==> config.mk <==
export PLATFORM = sky130hd
export DESIGN_NAME = wb_arbiter
export DESIGN_NICKNAME = d
export VERILOG_FILES = /design/src/rtl/wb_arbiter_pkg.sv /design/src/rtl/wb_rr_pick.sv /design/src/rtl/wb_arbiter.sv
export SDC_FILE = /design/constraint.sdc
export NUM_CORES = 1
export LEC_CHECK = 0
export CAP_MARGIN = 20
export CORE_UTILIZATION = 38
export DETAILED_ROUTE_END_ITERATION = 8
export GPL_TIMING_DRIVEN = 0
export PLACE_DENSITY_LB_ADDON = 0.05
export REMOVE_ABC_BUFFERS = 1
export SETUP_SLACK_MARGIN = 0.15
export SYNTH_ARGS = -nofsm -noshare
export SYNTH_HDL_FRONTEND = slang
export SYNTH_SLANG_ARGS = --single-unit
==> constraint.sdc <==
create_clock -name clk -period 2.36 [get_ports clk]
set_clock_uncertainty 0.2 [all_clocks]
set_input_delay 0.708 -clock clk [delete_from_list [all_inputs] [get_ports clk]]
set_output_delay 0.708 -clock clk [all_outputs]
set_load 0.05 [all_outputs]
==> src/rtl/wb_arbiter_pkg.sv <==
// Shared CPU definitions for the writeback arbiter: register-file widths,
// the hard-wired zero register, and conflict counter limits.
package wb_arbiter_pkg;

  localparam int REG_IDX_W = 5;
  localparam int DATA_W    = 32;
  localparam int CNT_W     = 16;

  localparam logic [REG_IDX_W-1:0] ZERO_REG = '0;
  localparam logic [CNT_W-1:0]     CNT_MAX  = '1;

  typedef enum logic {
    REQ_EXEC = 1'b0,
    REQ_LOAD = 1'b1
  } req_id_e;

  typedef struct packed {
    logic [REG_IDX_W-1:0] rd;
    logic [DATA_W-1:0]    data;
  } wb_req_t;

  // Writes to the zero register are architecturally discarded.
  function automatic logic writes_reg(input logic [REG_IDX_W-1:0] rd);
    return rd != ZERO_REG;
  endfunction

endpackage

==> src/rtl/wb_rr_pick.sv <==
// Two-input grant picker. Round-robin with a favour pointer when
// WB_RR_ARB_EN is defined, otherwise fixed priority to requester 1 (load).
module wb_rr_pick
  import wb_arbiter_pkg::*;
(
  input  logic clk,
  input  logic reset,
  input  logic valid0_i,
  input  logic valid1_i,
  output logic grant0_o,
  output logic grant1_o
);

`ifdef WB_RR_ARB_EN
  req_id_e favour_q, favour_d;

  always_ff @(posedge clk) begin
    if (reset) favour_q <= REQ_EXEC;
    else       favour_q <= favour_d;
  end

  always_comb begin
    grant0_o = 1'b0;
    grant1_o = 1'b0;
    if (!reset) begin
      if (valid0_i && valid1_i) begin
        grant0_o = (favour_q == REQ_EXEC);
        grant1_o = (favour_q == REQ_LOAD);
      end else begin
        grant0_o = valid0_i;
        grant1_o = valid1_i;
      end
    end
  end

  // The pointer moves only on an actual grant, towards the other requester.
  always_comb begin
    favour_d = favour_q;
    if (grant0_o)      favour_d = REQ_LOAD;
    else if (grant1_o) favour_d = REQ_EXEC;
  end
`else
  logic unusedClk;
  assign unusedClk = clk;

  always_comb begin
    grant1_o = valid1_i && !reset;
    grant0_o = valid0_i && !valid1_i && !reset;
  end
`endif

endmodule

==> src/rtl/wb_arbiter.sv <==
// Register-file writeback arbiter for execute and load requesters.
// Arbitration policy selected by macro WB_RR_ARB_EN (round-robin when defined).
module wb_arbiter
  import wb_arbiter_pkg::*;
(
  input  logic                 clk,
  input  logic                 reset,
  input  logic                 req0_valid,
  input  logic [REG_IDX_W-1:0] req0_rd,
  input  logic [DATA_W-1:0]    req0_data,
  output logic                 req0_ready,
  input  logic                 req1_valid,
  input  logic [REG_IDX_W-1:0] req1_rd,
  input  logic [DATA_W-1:0]    req1_data,
  output logic                 req1_ready,
  output logic [REG_IDX_W-1:0] rf_rd,
  output logic [DATA_W-1:0]    rf_din,
  output logic                 rf_write,
  output logic [CNT_W-1:0]     conflict_cnt
);

  logic           write_q, write_d;
  wb_req_t        stage_q, stage_d;
  logic [CNT_W-1:0] cnt_q, cnt_d;

  wb_rr_pick u_pick (
    .clk      (clk),
    .reset    (reset),
    .valid0_i (req0_valid),
    .valid1_i (req1_valid),
    .grant0_o (req0_ready),
    .grant1_o (req1_ready)
  );

  always_ff @(posedge clk) begin
    if (reset) begin
      write_q <= 1'b0;
      stage_q <= '0;
      cnt_q   <= '0;
    end else begin
      write_q <= write_d;
      stage_q <= stage_d;
      cnt_q   <= cnt_d;
    end
  end

  // Zero-register requests are accepted but leave the staged write untouched.
  always_comb begin
    write_d = 1'b0;
    stage_d = stage_q;
    if (req0_valid && req0_ready && writes_reg(req0_rd)) begin
      write_d = 1'b1;
      stage_d = '{rd: req0_rd, data: req0_data};
    end else if (req1_valid && req1_ready && writes_reg(req1_rd)) begin
      write_d = 1'b1;
      stage_d = '{rd: req1_rd, data: req1_data};
    end
  end

  always_comb begin
    cnt_d = cnt_q;
    if (req0_valid && req1_valid && (cnt_q != CNT_MAX)) cnt_d = cnt_q + 1'b1;
  end

  // Outputs are forced low for the whole reset pulse, including its first
  // cycle, so a write staged just before reset never reaches the register file.
  assign rf_write     = write_q && !reset;
  assign rf_rd        = reset ? '0 : stage_q.rd;
  assign rf_din       = reset ? '0 : stage_q.data;
  assign conflict_cnt = reset ? '0 : cnt_q;

endmodule

==> results of run 1 <==
where the power goes:
group	internal, mW	switching (mW)
clock network	0.340	0.307
logic	0.542	0.402
registers	0.983	0.0217
synth_stat cells, types with 2 or more instances:
cell type and count:
and2_1 2, nand2_1 10, and4_1 2, mux2_1 19, mux2_2 33, buf_6 7, or4_1 2, nor3_1 9
nand3_1 5, dfxtp_1 54, a22o_1 2, nand4_1 4, clkbuf_1 6, o21ai_0 5, nor2b_1 54, mux2_4 29
nor2_1 11, or3_1 4, a21oi_1 6, nor4_1 5
metal layers:
layer	part of all wire	track usage	wire length, µm
met1	0.40	0.2635	3849
met2	0.52	0.4186	4931
met3	0.064	0.07621	609
met4	0.017	0.07143	164
met5	0	0	0
tightest hold or removal path, cell delays in order, from the launching register on:
cell and delay, ns:
dfxtp_1 0.34, o21ai_0 0.07, a21oi_1 0.06
state kept, by name, indices dropped and copies added (netlist names):
register / flops
cnt_q: 16
write_q: 1
stage_q: 37
logic make-up (layout without fill, tap and decap cells):
group	Yosys count	in the layout	share of synthesized area
simple gates	115	120	0.2245
flops	54	54	0.3579
fa+ha+maj	1	1	0.004142
mux	81	81	0.3380
compound gates	16	17	0.03107
buf+inv	17	175	0.04432
worst paths after layout:
check                                 from     endpoint  slack [ns]  cells past startpoint
worst max-delay path            req0_rd[4]  stage_q[20]       -0.09                      7
worst min-delay path              cnt_q[1]     cnt_q[1]        0.31                      2
worst max register to register    cnt_q[0]    cnt_q[10]        0.29                      5
worst min register to register    cnt_q[1]     cnt_q[1]        0.31                      2
through the flow:
stage	utilization	instance area, µm²
3_5_place_dp	0.5723	4399
3_3_place_gp	0.5658	4349
4_1_cts	0.7178	5518
2_1_floorplan	-	2890
5_1_grt	0.7422	5705
6_report	0.7422	5705
cell type report:
class | instances | area (µm²)
fillers | 549 | 1982
repair buffers | 167 | 2052
clock buffers | 6 | 82.58
well taps | 102 | 127.6
flip-flops and latches | 54 | 1082
clock inverters | 1 | 30.03
multi-input cells | 219 | 2327
inverters | 1 | 3.754
what timing repair did:
| action | 4_1_cts | 5_1_grt |
|---|---|---|
| gates cloned | 16 | 3 |
| gates resized for setup | 527 | 31 |
| pin swaps | 8 | 3 |
| hold buffers | 0 | 0 |
| setup buffers | 17 | 2 |
| endpoints found under the setup margin | 104 | 90 |
==> flow_metrics.tcl, run 1 <==
set metrics [dict create \
    crit_path_cell_trace "buf_6 > or4_4 > buf_4 > o21ai_4 > clkbuf_16 > mux2_4 > mux2_2" \
    fin_nets 527 \
    syn_to_final_growth_pct 88.90 \
    start_util 0.3929 \
    slowest_delay_ns 0.54 \
    diodes 0 \
    place.gp.congestion 0.8051 \
    root_buffer "clkbuf_8" \
    cts_buffers 5 \
    vias 2763 \
    grt_pass1_vias 2873 \
    clockBufferDepth 2 \
    viasPerCell 5.024 \
    report.final.slew_viol_count 0 \
    grt_pass1_wl_um 14900 \
    track_usage 0.2343 \
    path_class "in -> reg" \
    yosysSeqAreaShare 0.3579 \
    ant_nets 0 \
    ys_types 35 \
    power_mw 2.596 \
    fin_crit_sh 1.037 \
    dp_cells 505 \
    crit_fanout 5 \
    leakage_nw 2.463 \
    drt_iter0_drc 71 \
    finalWorstSetupSlack_ns -0.08751 \
    synth_warnings 0 \
    final_hold_viol_count 0 \
    required_ns 2.37 \
    hp-class "reg -> reg" \
    clk_latency_ns 0.31 \
    drt-total-wl_um 9554 \
    cpMaxStageDelayCell "or4_4" \
    io_buffers 133 \
    htree_levels 2 \
    final-setup-viol-count 29 \
    whs_ns 0.3144 \
    cts_tree "done" \
    tightest_slew_ns 0.4122 \
    synth_edf_count 0 \
    ys_ff_latch 54 \
    core.rowCount 32 \
    cts.sinks 54 \
    status "finished, violations left" \
    p_per_area_nw_per_um2 455.0 \
    critPathLaunchType "primary input" \
    first_pass_iters 4 \
    arrival_ns 2.45 \
    relSlewSlack 0.7229 \
    critical-path-top-delay-family "simple AND/OR/NAND/NOR gates" \
    fin_cells 550 \
    period_minus_slack_ns 2.448 \
    maxCapViolCount 0 \
    peakVddDrop_uv 269.4 \
    async_flop_share 0 \
    tns_ns -1.431 \
    dp_hpwl_um 5085 \
    synthTopCellsByArea "dfxtp_1, mux2_4, mux2_2" \
    syn_area_per_cell_um2 10.64 \
    grt_start_max_net_pins 16 \
    layout_commonest_cell "clkdlybuf4s50_1" \
    die_h_um 91.16 \
    die_area_um2 8309 \
    crit_buf_inv 3 \
    core_area_um2 7687 \
    syn_area_um2 3020 \
    drc_errors 0 \
    grt_overflow_total 0 \
    synth_ff_type "dfxtp_1" \
    violations "setup timing" \
    synthCells 284 \
    fmax_mhz 408.6 \
    drive_above_1_share 0.5179 \
    worstSetupEndpointType "flop" \
    yosysTopAreaCellShare 0.3579 \
    yosysTopAreaCell "dfxtp_1" \
    pre_cts_ws_ns -1.843 \
    wl_per_cell_um 17.37 \
    io_pins 134 \
    rsz0062_at_grt "yes" \
    die_w_um 91.16 \
    clk_pin_slew_worst_paths_ns 0.10 \
    final_cell_mix "clkdlybuf4s50_1, dfxtp_1, mux2_4" \
    antenna_found_initial 0 \
]
Note: power is estimated with default switching activity, not from simulation.
==> inputs of run 2 (changes only) <==
- CORE_ASPECT_RATIO: not set -> 0.5
==> run 2 against run 1 <==
Net effect:
- the flow still finishes with violations (setup timing)
- setup slack got worse by 0.10 ns
- global-route usage is 1.4 points higher
- critical path depth increased by 1
- flip-flop and latch count stayed put
- fmax shrank 4.1%
- power up 5.9%
- register-to-register slack is essentially flat
- largest power group is now combinational cells
- highest routed layer unchanged
==> flow_metrics.tcl, run 2 (synthesis results as in run 1) <==
set metrics [dict create \
    status "finished, violations left" \
    violations "setup timing" \
    peakVddDrop_uv 326.8 \
    dp_hpwl_um 5157 \
    root_buffer "clkbuf_16" \
    critPathLaunchType "primary input" \
    hp-class "reg -> reg" \
    drc_errors 0 \
    htree_levels 2 \
    maxCapViolCount 0 \
    wl_per_cell_um 18.38 \
    final_hold_viol_count 0 \
    cts-hold-fix-buffers 0 \
    fmax_mhz 392.0 \
    track_usage 0.2484 \
    grt_start_max_net_pins 20 \
    nFillCells 450 \
    tightest_slew_ns 0.5605 \
    dp_cells 511 \
    viasPerCell 4.952 \
    multiInputGateArea_um2 2337 \
    layout_commonest_cell "clkdlybuf4s50_1" \
    crit_path_cell_trace "buf_6 > or4_4 > o21ai_4 > buf_12 > buf_12 > buf_16 > mux2_4 > mux2_2" \
    crit_buf_inv 4 \
    die_w_um 128.1 \
    cpMaxStageDelayCell "or4_4" \
    clk_pin_slew_worst_paths_ns 0.07 \
    cts.sinks 54 \
    fin_cells 568 \
    relSlewSlack 0.6229 \
    crit_fanout 6 \
    arrival_ns 2.53 \
    whs_ns 0.3367 \
    fin_crit_sh 1.081 \
    path_class "in -> reg" \
    drt_iter0_drc 160 \
    grt_overflow_total 0 \
    diodes 0 \
    core.rowCount 22 \
    core_area_um2 7515 \
    p_per_area_nw_per_um2 457.8 \
    tns_ns -5.770 \
    regMostFlops "stage_q" \
    rsz0062_at_grt "yes" \
    first_pass_iters 4 \
    leakage_nw 2.636 \
    report.final.slew_viol_count 0 \
    syn_to_final_growth_pct 98.80 \
    largest_reg_flops 37 \
    seq_area_um2 1081 \
    vias 2813 \
    drive_above_1_share 0.5478 \
    clockBufferDepth 2 \
    period_minus_slack_ns 2.551 \
    antenna_found_initial 0 \
    cts_tree "done" \
    slowest_delay_ns 0.56 \
    clk_latency_ns 0.30 \
    drt-total-wl_um 10440 \
    critical-path-top-delay-family "simple AND/OR/NAND/NOR gates" \
    io_buffers 133 \
    place.gp.congestion 0.8443 \
    crit_top_cell "buf_12" \
    io_pins 134 \
    top_regs "stage_q x37, cnt_q x16, write_q x1" \
    final_cell_mix "clkdlybuf4s50_1, mux2_4, dfxtp_1" \
    grt_pass1_wl_um 15420 \
    die_h_um 65.04 \
    start_util 0.4019 \
    cts_buffers 5 \
    worstSetupEndpointType "flop" \
    fin_nets 539 \
    required_ns 2.34 \
    grt_pass1_vias 2838 \
    finalWorstSetupSlack_ns -0.1910 \
    die_area_um2 8330 \
    final-setup-viol-count 37 \
    ant_nets 0 \
]
run 2: changes by cell type in the layout (fill, tap and decap cells not counted), sizes merged:
| cell | before | now |
|---|---|---|
| o21ai | 8 | 7 |
| bufinv | 1 | 0 |
| nand2 | 16 | 14 |
| clkdlybuf4s50 | 65 | 66 |
| buf | 89 | 109 |
| clkdlybuf4s15 | 2 | 0 |
| clkbuf | 13 | 10 |
run 2: final cells by class:
type	count	share of cell area
flip-flops and latches	54	0.1800
repair buffers	182	0.3855
inverters	1	0.0006251
well taps	108	0.02250
clock buffers	7	0.02209
multi-input cells	216	0.3892
run 2: worst min-delay path: stages (launching register included):
cell and delay, ns:
dfxtp_1 0.34, o21ai_0 0.09, a21oi_1 0.07
run 2: final timing paths:
check	startpoint	to	slack (ns)	cells past startpoint
worst min register to register	cnt_q[1]	cnt_q[1]	0.34	2
worst max-delay path	req0_rd[2]	stage_q[12]	-0.19	8
worst min-delay path	cnt_q[1]	cnt_q[1]	0.34	2
worst max register to register	cnt_q[0]	cnt_q[10]	0.28	5
run 2: report_power, final:
group          total, mW  internal [mW]  switching [mW]  leakage [nW]
sequential          1.01          0.984          0.0251         0.446
combinational       1.02          0.592           0.423          2.13
clock              0.725          0.390           0.335        0.0640
total               2.75           1.97           0.783          2.64
run 2: timing repair:
item | CTS | global route
pin swaps | 5 | 4
hold endpoints to repair | 0 | 0
endpoints found under the setup margin | 103 | 87
cloned | 15 | 2
setup buffers | 21 | 12
resized for setup | 542 | 50
run 2: per-layer routing:
| metal | vias to the layer above | share of wire | GRT usage | wire, µm |
|---|---|---|---|---|
| li1 | 1364 | - | - | - |
| met1 | 1344 | 0.44 | 0.3147 | 4619 |
| met2 | 89 | 0.49 | 0.4219 | 5090 |
| met3 | 16 | 0.053 | 0.06193 | 556 |
| met4 | 0 | 0.016 | 0.06765 | 171 |
| met5 | - | 0 | 0 | 0 |
run 2: through the flow:
step,worst slack [ns],total power [mW],utilization,area [µm²]
2_1_floorplan,-1.843,1.405,-,2890
3_3_place_gp,-3.687,1.671,0.5798,4357
3_5_place_dp,-1.607,1.685,0.5864,4407
4_1_cts,-0.1309,2.680,0.7561,5682
5_1_grt,-0.1897,2.853,0.7990,6005
6_report,-0.1910,2.749,0.7990,6005
==> inputs of run 3 (changes only) <==
- ABC_CLOCK_PERIOD_IN_PS: not set -> 2360
==> results of run 3 <==
No change in the layout: final DEF, timing and power equal those of run 2.
